==> config.mk <==
export PLATFORM = sky130hd
export DESIGN_NAME = key_debounce_multi_flat
export DESIGN_NICKNAME = d
export VERILOG_FILES = /design/src/rtl/key_pkg.sv /design/src/rtl/key_debounce_multi_if.sv /design/src/rtl/key_debounce_chan.sv /design/src/rtl/key_debounce_multi.sv /design/src/flat_wrapper.sv
export SDC_FILE = /design/constraint.sdc
export NUM_CORES = 1
export LEC_CHECK = 0
export BUFFER_PORTS_ARGS = -buffer_cell sky130_fd_sc_hd__buf_2
export CAP_MARGIN = 15
export CORE_ASPECT_RATIO = 1.25
export CORE_UTILIZATION = 39
export DETAILED_ROUTE_END_ITERATION = 16
export PLACE_DENSITY = 0.62
export SLEW_MARGIN = 20
export SYNTH_ARGS = -nofsm -noshare
export SYNTH_HDL_FRONTEND = slang
export SYNTH_SLANG_ARGS = --single-unit
==> constraint.sdc <==
create_clock -name clk -period 2.3 [get_ports clk]
set_clock_uncertainty 0.2 [all_clocks]
set_input_delay 0.23 -clock clk [delete_from_list [all_inputs] [get_ports clk]]
set_output_delay 0.23 -clock clk [all_outputs]
set_load 0.005 [all_outputs]
==> src/rtl/key_pkg.sv <==
// Shared constants and helpers for the multi-key push-button conditioner.
package key_pkg;

    localparam int unsigned DEBOUNCE_20MS_50M = 1_000_000;
    localparam int unsigned LONG_1S_50M       = 50_000_000;

    typedef enum logic {
        PolActiveHigh = 1'b0,
        PolActiveLow  = 1'b1
    } key_pol_e;

    // Bits needed to hold 0..v-1; never less than one.
    function automatic int unsigned clog2(input int unsigned v);
        int unsigned r;
        r = 0;
        for (int unsigned x = v - 1; x != 0; x = x >> 1) begin
            r++;
        end
        return (r == 0) ? 1 : r;
    endfunction

endpackage

==> src/rtl/key_debounce_multi_if.sv <==
// Key pin / conditioned-event bundle between board pins and UI logic.
interface key_debounce_multi_if #(
    parameter int unsigned NUM_KEYS = 4
);
    logic [NUM_KEYS-1:0] key_in;
    logic [NUM_KEYS-1:0] key_level;
    logic [NUM_KEYS-1:0] key_press;
    logic [NUM_KEYS-1:0] key_release;
    logic [NUM_KEYS-1:0] key_long;

    modport master (
        output key_in,
        input  key_level,
        input  key_press,
        input  key_release,
        input  key_long
    );

    modport slave (
        input  key_in,
        output key_level,
        output key_press,
        output key_release,
        output key_long
    );
endinterface

==> src/rtl/key_debounce_chan.sv <==
// One key channel: synchroniser, polarity fix, debounce window, long-press timer.
module key_debounce_chan
    import key_pkg::*;
#(
    parameter int unsigned DEBOUNCE_CYCLES = DEBOUNCE_20MS_50M,
    parameter int unsigned LONG_CYCLES     = LONG_1S_50M,
    parameter bit          ACTIVE_LOW      = 1'b1
) (
    input  logic clk,
    input  logic rst_n,
    input  logic key_in,
    output logic key_level,
    output logic key_press,
    output logic key_release,
    output logic key_long
);

    localparam int unsigned DW = clog2(DEBOUNCE_CYCLES);
    localparam int unsigned LW = clog2(LONG_CYCLES);
    localparam logic [DW-1:0] DMax = DW'(DEBOUNCE_CYCLES - 1);
    localparam logic [LW-1:0] LMax = LW'(LONG_CYCLES - 1);
    localparam logic PinIdle = (ACTIVE_LOW == bit'(PolActiveLow));

    logic          s1_q, s2_q;
    logic          level_q, level_d;
    logic          press_q, press_d;
    logic          release_q, release_d;
    logic          long_q, long_d;
    logic          fired_q, fired_d;
    logic [DW-1:0] dcnt_q, dcnt_d;
    logic [LW-1:0] lcnt_q, lcnt_d;
    logic          p;
    logic          accept;

    always_comb begin
        p         = ACTIVE_LOW ? ~s2_q : s2_q;
        accept    = (p != level_q) && (dcnt_q == DMax);
        level_d   = accept ? p : level_q;
        press_d   = accept & p;
        release_d = accept & ~p;
        dcnt_d    = (p == level_q || accept) ? '0 : dcnt_q + 1'b1;

        lcnt_d  = lcnt_q;
        fired_d = fired_q;
        long_d  = 1'b0;
        // A release accepted this edge suppresses long, so long never trails its release.
        if (!level_q || accept) begin
            lcnt_d  = '0;
            fired_d = 1'b0;
        end else if (lcnt_q != LMax) begin
            lcnt_d = lcnt_q + 1'b1;
        end else if (!fired_q) begin
            long_d  = 1'b1;
            fired_d = 1'b1;
        end
    end

    always_ff @(posedge clk or negedge rst_n) begin
        if (!rst_n) begin
            s1_q      <= PinIdle;
            s2_q      <= PinIdle;
            level_q   <= 1'b0;
            press_q   <= 1'b0;
            release_q <= 1'b0;
            long_q    <= 1'b0;
            fired_q   <= 1'b0;
            dcnt_q    <= '0;
            lcnt_q    <= '0;
        end else begin
            s1_q      <= key_in;
            s2_q      <= s1_q;
            level_q   <= level_d;
            press_q   <= press_d;
            release_q <= release_d;
            long_q    <= long_d;
            fired_q   <= fired_d;
            dcnt_q    <= dcnt_d;
            lcnt_q    <= lcnt_d;
        end
    end

    assign key_level   = level_q;
    assign key_press   = press_q;
    assign key_release = release_q;
    assign key_long    = long_q;

endmodule

==> src/rtl/key_debounce_multi.sv <==
// N independent push-button channels, each with its own stability window.
module key_debounce_multi
    import key_pkg::*;
#(
    parameter int unsigned NUM_KEYS        = 4,
    parameter int unsigned DEBOUNCE_CYCLES = DEBOUNCE_20MS_50M,
    parameter int unsigned LONG_CYCLES     = LONG_1S_50M,
    parameter bit          ACTIVE_LOW      = 1'b1
) (
    input  logic                 clk,
    input  logic                 rst_n,
    key_debounce_multi_if.slave  keys
);

    logic [NUM_KEYS-1:0] level_w;
    logic [NUM_KEYS-1:0] press_w;
    logic [NUM_KEYS-1:0] release_w;
    logic [NUM_KEYS-1:0] long_w;

    for (genvar i = 0; i < NUM_KEYS; i++) begin : g_chan
        key_debounce_chan #(
            .DEBOUNCE_CYCLES(DEBOUNCE_CYCLES),
            .LONG_CYCLES    (LONG_CYCLES),
            .ACTIVE_LOW     (ACTIVE_LOW)
        ) u_chan (
            .clk        (clk),
            .rst_n      (rst_n),
            .key_in     (keys.key_in[i]),
            .key_level  (level_w[i]),
            .key_press  (press_w[i]),
            .key_release(release_w[i]),
            .key_long   (long_w[i])
        );
    end

    assign keys.key_level   = level_w;
    assign keys.key_press   = press_w;
    assign keys.key_release = release_w;
    assign keys.key_long    = long_w;

endmodule

==> src/flat_wrapper.sv <==
// flat-port wrapper written by rule: the top's interface ports become plain ports
module key_debounce_multi_flat import key_pkg::*;
#(
    parameter int unsigned NUM_KEYS        = 4,
    parameter int unsigned DEBOUNCE_CYCLES = DEBOUNCE_20MS_50M,
    parameter int unsigned LONG_CYCLES     = LONG_1S_50M,
    parameter bit          ACTIVE_LOW      = 1'b1
)
  (clk, rst_n, keys_key_in, keys_key_level, keys_key_press, keys_key_release, keys_key_long);
  key_debounce_multi_if #(.NUM_KEYS(NUM_KEYS)) keys_i ();
  input  logic clk;
  input  logic rst_n;
  input wire logic [$bits(keys_i.key_in)-1:0] keys_key_in;
  output wire logic [$bits(keys_i.key_level)-1:0] keys_key_level;
  output wire logic [$bits(keys_i.key_press)-1:0] keys_key_press;
  output wire logic [$bits(keys_i.key_release)-1:0] keys_key_release;
  output wire logic [$bits(keys_i.key_long)-1:0] keys_key_long;
  assign keys_i.key_in = keys_key_in;
  assign keys_key_level = keys_i.key_level;
  assign keys_key_press = keys_i.key_press;
  assign keys_key_release = keys_i.key_release;
  assign keys_key_long = keys_i.key_long;
  key_debounce_multi #(.NUM_KEYS(NUM_KEYS), .DEBOUNCE_CYCLES(DEBOUNCE_CYCLES), .LONG_CYCLES(LONG_CYCLES), .ACTIVE_LOW(ACTIVE_LOW)) u_core (.clk(clk), .rst_n(rst_n), .keys(keys_i));
endmodule
==> metrics, run 1 <==
largest net degree at the start of global routing=64; Final Util=47.5%; overall power=0.00785 W; Initial Util=39.8%; actual slew at the worst max-slew pin=0.525 ns; RSZ-0062 raised after global routing=true; Setup crit end kind=flop; Final GP Congestion=0.818; I/O pin total=22; net count of the finished layout=1125; Die X=146 microns; sequential area share after synthesis=52.8%; Max Freq=445 MHz; router iterations before antenna repair=4; Detail Route Antenna Nets=0; library cells used by synthesis=45; vias in the first global route=7491; fraction of registers with async set/reset=100%; syn nets=1039; dpl cells=1406; kind of critical path=reg2reg; final cell count without fillers=1464; Avg Inst Size Synth=9.82 sq um; initial antenna violation count=0; CTS sink count=212; Mapped Area=10100 sq um; Die Span Y=182 microns; CTS max path bufs=3; CP required=2.51 ns; synthesis-stage register bit count=212; CTS HTree Levels=1; n_diodes=0; number of port buffers=21; clock slew at reported path FFs=0.06 ns; worst setup path start=u_core.g_chan[3].u_chan.lcnt_q[7]; root buf cell=clkbuf_16; first-pass GRT wire length=34100 microns; EDFF count, synth=0; Setup Viol. Count Final=0; routed len/inst=13.3 microns; CP max FO=7; core area=25300 sq um; Crit Reg-Reg Startpoint=u_core.g_chan[3].u_chan.lcnt_q[7]; Rows=65; routed vias=7374; layout cell share with drive strength beyond 1=14.0%; DIE AREA=26500 sq um; dpl hpwl=12800 microns; Primary FF master, synth=dfrtp_1; DRC viols=0; DR vias/cell=5.04; max-slew violations=0; status=finished, final reports clean; total grt overflow=0; power per cell area=654 nW/um^2; TNS Setup=0 ns; warnings from Yosys=0; slew margin rel.=64.9%; leakage=5.05 nW; Cell Area, Placed=11000 sq um; area grow syn2layout=19.2%; Final min period=2.25 ns; cells after synthesis=1025; aggregate routed wire length=19500 microns; Clock Latency Late Sink=0.51 ns; Starting DRT DRC Count=314; Min-Delay Path Class=in2async; Design Area, Final=12000 sq um; CP Data Arrival Time=2.45 ns; Final Hold Fails=0; launching element type of the critical path=flop; All-Layer GR Usage=15.1%; Final Cycle Share=97.7%; Max-Cap Viols=0; CTS tree=yes; total CTS buffers=24; VDD IR max=0.575 mV
[stage by stage]
stage	hold slack, ns	setup slack [ns]
floorplan	-0.266	0.000788
global placement	0.0100	-0.0460
detailed placement	0.0119	-0.0653
CTS	0.0679	0.00948
global route	0.0998	-0.0497
finish	0.0631	0.0526
[metal layers]
layer | GRT usage (%) | routed length (microns) | vias to the layer above
li1 | - | - | 3673
met1 | 19.1 | 9000 | 3577
met2 | 26.5 | 9560 | 94
met3 | 2.11 | 603 | 30
met4 | 4.51 | 367 | 0
met5 | 0 | 0 | -
[layout by cell type, fill, tap and decap left out, types with 3 or more instances in the layout]
cell type and instances:
clkbuf_8 5, and2_1 7, buf_12 8, nor4b_1 7, clkbuf_1 3, nor3_1 26
dfstp_2 8, clkbuf_16 27, clkinv_2 3, a211oi_1 3, xnor2_1 54, ha_1 6
buf_4 61, a311oi_1 3, inv_1 15, nor4_1 20, clkinvlp_4 4, dfrtp_1 204
nand4_1 51, nand3b_1 4, o21ai_0 20, and3_1 33, and4_1 15, nand2_1 72
a21oi_1 7, nand3_1 60, nor2_1 215, or4_4 3, or3_1 5, a31oi_1 4
o21ai_1 4, xor2_1 106, or4_1 4, buf_2 20, dlygate4sd3_1 5
[worst max-delay path: stages, from the launching register on]
cell and delay, ns:
dfrtp_1 0.37, or4b_1 0.51, or4_4 0.59, or2_4 0.28, xnor2_1 0.15, nor2_1 0.05
[report_power, final]
group	internal, W	switching [W]
sequential	0.00376	0.0000239
combinational	0.0000565	0.000115
clock	0.00238	0.00152
[timing repair]
action                                 CTS  global route
buffers inserted                         0             6
setup endpoints to repair               11            52
endpoints found under the hold margin  211             0
hold buffers                             5             0
gates cloned                             0             3
resized for setup                        2            13
pin swaps                                1             5
[synthesized netlist by cell type (8+ instances only)]
| cell | number | area, sq um |
|---|---|---|
| nand2_1 | 72 | 270 |
| nor2_1 | 215 | 807 |
| dfrtp_1 | 204 | 5100 |
| and3_1 | 33 | 206 |
| nor4_1 | 21 | 131 |
| nor3_1 | 26 | 130 |
| nand3_1 | 61 | 305 |
| dfstp_2 | 8 | 210 |
| xnor2_1 | 54 | 473 |
| and4_1 | 16 | 140 |
| ha_1 | 8 | 100 |
| inv_1 | 15 | 56.3 |
| buf_4 | 16 | 120 |
| o21ai_0 | 23 | 115 |
| xor2_1 | 106 | 928 |
| nand4_1 | 51 | 319 |
| a21oi_1 | 8 | 40.0 |
| clkbuf_1 | 17 | 63.8 |
[cell families (layout without fill, tap and decap cells)]
group	after synthesis	after routing	share of synthesized area, %
fa+ha+maj	8	8	0.994
xor+xnor	160	160	13.9
buf+inv	53	157	2.63
simple gates	542	542	26.6
compound gates	48	48	2.87
mux	2	2	0.199
flops	212	212	52.8
[state kept, by name, summed over array words and instances (netlist names)]
signal                            count
u_core.g_chan.u_chan.dcnt_q          80
u_core.g_chan.u_chan.key_long         4
u_core.g_chan.u_chan.key_level        4
u_core.g_chan.u_chan.lcnt_q         104
u_core.g_chan.u_chan.key_press        4
u_core.g_chan.u_chan.fired_q          4
u_core.g_chan.u_chan.s1_q             4
u_core.g_chan.u_chan.key_release      4
u_core.g_chan.u_chan.s2_q             4
[final cells by class]
cell class	instances	area, sq um
flip-flops and latches	212	5320
well taps	335	419
multi-input cells	760	4540
clock inverters	11	123
repair buffers	98	845
fillers	2341	13300
inverters	15	56.3
clock buffers	33	706
[path summary, 6_finish.rpt]
kind,slack (ns),endpoint,cells past startpoint
min in group clk,0.15,u_core.g_chan[2].u_chan.s2_q,0
min reg2reg,0.15,u_core.g_chan[2].u_chan.s2_q,0
max,0.05,u_core.g_chan[3].u_chan.lcnt_q[0],5
min,0.06,u_core.g_chan[0].u_chan.dcnt_q[3],2
max in group asynchronous,1.15,u_core.g_chan[0].u_chan.s1_q,3
max reg2reg,0.05,u_core.g_chan[3].u_chan.lcnt_q[0],5
(Power assumes the default switching activity.)
==> run 2, diff against run 1 <==
- CORE_UTILIZATION: 39 -> 60
- PLACE_DENSITY: 0.62 -> 0.83
- clock period: 2.3 -> 2.6 ns (I/O delays scaled with it)
==> run 2 against run 1 <==
  * Worst hold slack improved by 0.023 ns
  * Power fell by 9.0%
  * Clock power fell by 6.2%
  * First-iteration DRC count rose by 58%
  * Register-to-register slack improved by 0.12 ns
  * Via count barely moved
  * Largest power group unchanged
==> metrics, run 2 (synthesized netlist as in run 1, its figures left out) <==
router iterations before antenna repair=4 (unchanged); Rows=52 (was 65); Die X=118 microns (was 146 microns); Top reg by flops=u_core.g_chan.u_chan.lcnt_q (unchanged); Initial Util=61.7% (was 39.8%); status=finished, final reports clean (unchanged); setup ws final=0.175 ns (was 0.0526 ns); reg-to-reg slack, setup=0.17 ns (was 0.05 ns); vias in the first global route=7693 (was 7491); CTS max path bufs=3 (unchanged); launching element type of the critical path=flop (unchanged); VDD IR max=0.538 mV (was 0.575 mV); Setup Viol. Count Final=0 (unchanged); CP max FO=4 (was 7); Detail Route Antenna Nets=0 (unchanged); Final Cycle Share=93.3% (was 97.7%); aggregate routed wire length=19600 microns (was 19500 microns); largest net degree at the start of global routing=67 (was 64); total CTS buffers=22 (was 24); commonest non-fill, non-tap cell in the layout=nor2_1 (unchanged); CTS sink count=212 (unchanged); Design Area, Final=11400 sq um (was 12000 sq um); Die Span Y=147 microns (was 182 microns); layout cell share with drive strength beyond 1=9.43% (was 14.0%); most frequent cells in the layout=215 x nor2_1, 204 x dfrtp_1, 106 x xor2_1, 72 x nand2_1, 61 x nand3_1 (was 215 x nor2_1, 204 x dfrtp_1, 106 x xor2_1, 72 x nand2_1, 61 x buf_4); Starting DRT DRC Count=497 (was 314); Clock Latency Late Sink=0.50 ns (was 0.51 ns); Setup crit end kind=flop (unchanged); DIE AREA=17300 sq um (was 26500 sq um); max-slew violations=0 (unchanged); DP Worst Slack=0.138 ns (was -0.0653 ns); CTS tree=yes (unchanged); leakage=4.80 nW (was 5.05 nW); kind of critical path=reg2reg (unchanged); net count of the finished layout=1080 (was 1125); Min-Delay Path Class=in2async (unchanged); Max Freq=412 MHz (was 445 MHz); TNS Setup=0 ns (unchanged); RSZ-0062 raised after global routing=false (was true); Final Util=69.9% (was 47.5%); biggest regs=u_core.g_chan.u_chan.lcnt_q (104), u_core.g_chan.u_chan.dcnt_q (80) (unchanged); Max-Cap Viols=0 (unchanged); root buf cell=clkbuf_16 (unchanged); CP required=2.83 ns (was 2.51 ns); DRC viols=0 (unchanged); core area=16300 sq um (was 25300 sq um); routed len/inst=15.1 microns (was 13.3 microns); slew margin rel.=63.3% (was 64.9%); CTS HTree Levels=1 (unchanged); Final GP Congestion=0.859 (was 0.818); number of port buffers=21 (unchanged); power per cell area=625 nW/um^2 (was 654 nW/um^2); Final min period=2.43 ns (was 2.25 ns); CP Data Arrival Time=2.65 ns (was 2.45 ns); Final Hold Fails=0 (unchanged); first-pass GRT wire length=34700 microns (was 34100 microns); n_diodes=0 (unchanged); max FFs per register=104 (unchanged); routed vias=7379 (was 7374); total grt overflow=0 (unchanged); actual slew at the worst max-slew pin=0.546 ns (was 0.525 ns); clock slew at reported path FFs=0.06 ns (about the same); area grow syn2layout=13.4% (was 19.2%); dpl hpwl=12500 microns (was 12800 microns); All-Layer GR Usage=24.1% (was 15.1%); initial antenna violation count=0 (unchanged); I/O pin total=22 (unchanged); DR vias/cell=5.68 (was 5.04); Cell Area, Placed=10500 sq um (was 11000 sq um)
-- run 2: changes by cell type in the layout (fill, tap and decap cells not counted), moves of 3 or more --
cell,change
bufinv_16,+5
clkinvlp_4,-3
buf_12,-4
buf_4,-36
o21ai_0,+3
clkbuf_16,-4
o21ai_1,-3
-- run 2: layer usage --
layer | track usage (%) | up-vias | share of wire (%)
li1 | - | 3585 | -
met1 | 29.5 | 3591 | 42
met2 | 43.6 | 160 | 52
met3 | 3.18 | 43 | 3.7
met4 | 8.08 | 0 | 2.3
met5 | 0 | - | 0
-- run 2: worst paths after layout --
path,cells after the start,to,start
setup reg to reg,6,u_core.g_chan[3].u_chan.lcnt_q[18],u_core.g_chan[3].u_chan.lcnt_q[1]
hold / removal,2,u_core.g_chan[3].u_chan.dcnt_q[2],rst_n
min in group clk,0,u_core.g_chan[2].u_chan.s2_q,u_core.g_chan[2].u_chan.s1_q
setup / recovery,6,u_core.g_chan[3].u_chan.lcnt_q[18],u_core.g_chan[3].u_chan.lcnt_q[1]
hold reg to reg,0,u_core.g_chan[2].u_chan.s2_q,u_core.g_chan[2].u_chan.s1_q
max in group asynchronous,3,u_core.g_chan[1].u_chan.s2_q,rst_n
-- run 2: stage by stage --
step | hold slack (ns) | power (W) | instances
2_1_floorplan | -0.236 | 0.00344 | 1025
3_3_place_gp | 0.0635 | 0.00354 | 1251
3_5_place_dp | 0.0676 | 0.00354 | 1251
4_1_cts | 0.100 | 0.00721 | 1296
5_1_grt | 0.121 | 0.00737 | 1298
6_report | 0.0864 | 0.00714 | 1298
-- run 2: worst max-delay path, stage by stage (launching register included) --
cell and delay, ns:
dfrtp_1 0.39, ha_1 0.21, nand3_1 0.13, or3_1 0.41, or4_1 0.53, or3_1 0.31, a21oi_1 0.16
-- run 2: final cells by class --
cell class / count / area, sq um
clock inverters: 13 / 243
repair buffers: 55 / 432
well taps: 216 / 270
clock buffers: 27 / 611
flip-flops and latches: 212 / 5320
fillers: 1167 / 4910
inverters: 15 / 56.3
multi-input cells: 760 / 4490
-- run 2: power by group --
group | internal (W) | leakage (nW) | switching (W) | total (W)
combinational | 0.0000402 | 1.46 | 0.0000977 | 0.000138
clock | 0.00236 | 0.419 | 0.00129 | 0.00365
sequential | 0.00333 | 2.93 | 0.0000234 | 0.00335
-- run 2: repair_timing --
action,4_1_cts,5_1_grt
setup endpoints to repair,0,4
hold buffers,5,0
buffers inserted,0,2
gates resized for setup,0,1
hold endpoints to repair,100,0
==> run 3, diff against run 2 <==
--- a/config.mk
+++ b/config.mk
@@ -7,3 +7,2 @@
 export LEC_CHECK = 0
-export BUFFER_PORTS_ARGS = -buffer_cell sky130_fd_sc_hd__buf_2
 export CAP_MARGIN = 15
@@ -12,3 +11,4 @@
 export DETAILED_ROUTE_END_ITERATION = 16
-export PLACE_DENSITY = 0.83
+export DONT_BUFFER_PORTS = 1
+export PLACE_DENSITY = 0.82
 export SLEW_MARGIN = 20
--- a/constraint.sdc
+++ b/constraint.sdc
@@ -4,2 +4,2 @@
 set_output_delay 0.26 -clock clk [all_outputs]
-set_load 0.005 [all_outputs]
+set_load 0.01 [all_outputs]
==> run 3 against run 2 <==
  * The run now ends with hold timing left
  * Final cell count decreased by 2.2%
  * Maximum frequency decreased by 2.0%
  * Utilization decreased by 1.9 points
  * Sequential cell count unchanged
  * Sequential power about the same
  * Largest cell class unchanged
  * Largest power group is now registers
  * Highest routed layer unchanged
==> metrics, run 3 (synthesized netlist as in run 1, its figures left out) <==
final-layout fill cell count=1246 (was 1167); DRC viols=0 (unchanged); aggregate routed wire length=18200 microns (was 19600 microns); CTS sink count=212 (unchanged); CP required=2.78 ns (was 2.83 ns); area grow syn2layout=10.3% (was 13.4%); CP Data Arrival Time=2.65 ns (about the same); Initial Util=61.7% (unchanged); I/O pin total=22 (unchanged); crit path cell chain=or4b_1 -> or4_1 -> or2_4 -> xnor2_1 -> nor2_1 (was ha_1 -> nand3_1 -> or3_1 -> or4_1 -> or3_1 -> a21oi_1); worst slack on hold paths=-0.747 ns (was 0.0864 ns); router iterations before antenna repair=5 (was 4); Final Hold Fails=212 (was 0); Die Span Y=147 microns (unchanged); CTS max path bufs=3 (unchanged); Max-Cap Viols=0 (unchanged); net count of the finished layout=1054 (was 1080); setup ws final=0.124 ns (was 0.175 ns); RSZ-0062 raised after global routing=false (unchanged); Design Area, Final=11100 sq um (was 11400 sq um); first-pass GRT wire length=32100 microns (was 34700 microns); All-Layer GR Usage=21.8% (was 24.1%); vias in the first global route=7231 (was 7693); max-slew violations=0 (unchanged); switch share=19.4% (was 19.8%); crit-path max cell delay=0.68 ns (was 0.53 ns); most frequent cells in the layout=215 x nor2_1, 204 x dfrtp_1, 106 x xor2_1, 72 x nand2_1, 61 x nand3_1 (unchanged); reg-to-reg slack, setup=0.12 ns (was 0.17 ns); VDD IR max=0.532 mV (was 0.538 mV); failing checks=hold timing; Cell Area, Placed=10300 sq um (was 10500 sq um); Setup crit end kind=flop (unchanged); Rows=52 (unchanged); Final min period=2.48 ns (was 2.43 ns); number of port buffers=0 (was 21); slowest CP cell=or4_1 (unchanged); DP Worst Slack=0.138 ns (about the same); leakage=4.60 nW (was 4.80 nW); Final Util=68.0% (was 69.9%); slew margin rel.=65.5% (was 63.3%); clock slew at reported path FFs=0.06 ns (about the same); layout cell share with drive strength beyond 1=6.84% (was 9.43%); Min-Delay Path Class=in2async (unchanged); CP max FO=8 (was 4); Starting DRT DRC Count=461 (was 497); status=finished with violations (was finished, final reports clean); max FFs per register=104 (unchanged); Detail Route Antenna Nets=0 (unchanged); Final GP Congestion=0.827 (was 0.859); DIE AREA=17300 sq um (unchanged); routed len/inst=14.3 microns (was 15.1 microns); Final Cycle Share=95.2% (was 93.3%); largest net degree at the start of global routing=213 (was 67); Sequential Power Share=51.5% (was 46.9%); DR vias/cell=5.72 (was 5.68); clock power share=47.5% (was 51.2%); TNS Setup=0 ns (unchanged); kind of critical path=reg2reg (unchanged); Setup Viol. Count Final=0 (unchanged); hold buffer count at cts=4 (was 5); launching element type of the critical path=flop (unchanged); CTS tree=yes (unchanged); total CTS buffers=22 (unchanged); internal power=0.00524 W (was 0.00573 W); Top reg by flops=u_core.g_chan.u_chan.lcnt_q (unchanged); Die X=118 microns (unchanged); dpl hpwl=11500 microns (was 12500 microns); initial antenna violation count=0 (unchanged); Max Freq=404 MHz (was 412 MHz); biggest regs=u_core.g_chan.u_chan.lcnt_q (104), u_core.g_chan.u_chan.dcnt_q (80) (unchanged); switching pwr=0.00126 W (was 0.00141 W); post-CTS setup buffer count=0 (unchanged); power per cell area=585 nW/um^2 (was 625 nW/um^2); actual slew at the worst max-slew pin=0.515 ns (was 0.546 ns); commonest non-fill, non-tap cell in the layout=nor2_1 (unchanged); total grt overflow=0 (unchanged); routed vias=7254 (was 7379); n_diodes=0 (unchanged); combinational share of power=1.0% (was 1.9%); CTS HTree Levels=1 (unchanged); root buf cell=clkbuf_16 (unchanged); Clock Latency Late Sink=0.50 ns (about the same); core area=16300 sq um (unchanged)
## run 3: cell types whose count changed in the layout (fill, tap and decap cells not counted), sizes merged
cell         delta
dlygate4sd3     -1
clkbuf          +1
clkinvlp        -1
buf            -24
bufinv          -5
clkinv          +1
## run 3: repair_timing
action / CTS / global route
gates resized for setup: 0 / 1
hold endpoints to repair: 216 / 212
setup endpoints to repair: 0 / 1
## run 3: critical path, delay by kind of cell, from the launching register on
family	cells	cell delay, ns
XOR/XNOR	1	0.14
AND/OR/NAND/NOR	4	1.57
flip-flops	1	0.45
## run 3: worst paths after layout
check | from | to | cells after the start
max in group asynchronous | rst_n | u_core.g_chan[1].u_chan.s2_q | 0
worst max register to register | u_core.g_chan[3].u_chan.lcnt_q[7] | u_core.g_chan[3].u_chan.lcnt_q[0] | 5
worst min-delay path | rst_n | u_core.g_chan[3].u_chan.dcnt_q[10] | 0
worst min register to register | u_core.g_chan[2].u_chan.s1_q | u_core.g_chan[2].u_chan.s2_q | 0
min in group clk | keys_key_in[1] | u_core.g_chan[1].u_chan.s1_q | 1
worst max-delay path | u_core.g_chan[3].u_chan.lcnt_q[7] | u_core.g_chan[3].u_chan.lcnt_q[0] | 5
## run 3: per-stage QoR
stage	total power [W]	instances	hold WS [ns]
after CTS	0.00659	1269	-0.767
final	0.00650	1269	-0.747
after floorplan	0.00344	1025	-0.236
after global placement	0.00346	1228	-0.226
after global routing	0.00671	1269	-0.764
after detailed placement	0.00346	1228	-0.227
## run 3: power by group through the flow
stage | combinational [W] | clock (W) | sequential, W
CTS | 0.0000629 | 0.00318 | 0.00335
global route | 0.0000706 | 0.00329 | 0.00335
finish | 0.0000622 | 0.00309 | 0.00335
detailed placement | 0.0000568 | 0 | 0.00341
floorplan | 0.0000397 | 0 | 0.00340
global placement | 0.0000559 | 0 | 0.00341
## run 3: area by class of cell
class	instances	area [sq um]	area share, %
sequential	212	5320	47.9
multi-input combinational	760	4490	40.4
clock buffer	29	628	5.66
tap	216	270	2.43
timing repair buffer	29	253	2.28
clock inverter	8	90.1	0.812
inverter	15	56.3	0.507
## run 3: metal layers
| layer | GRT usage [%] | wire length, microns | vias to the layer above | part of all wire (%) |
|---|---|---|---|---|
| met5 | 0 | 0 | - | 0 |
| met4 | 7.88 | 398 | 0 | 2.2 |
| li1 | - | - | 3538 | - |
| met1 | 27.0 | 8070 | 3542 | 44 |
| met2 | 38.9 | 9080 | 137 | 50 |
| met3 | 3.14 | 652 | 37 | 3.6 |
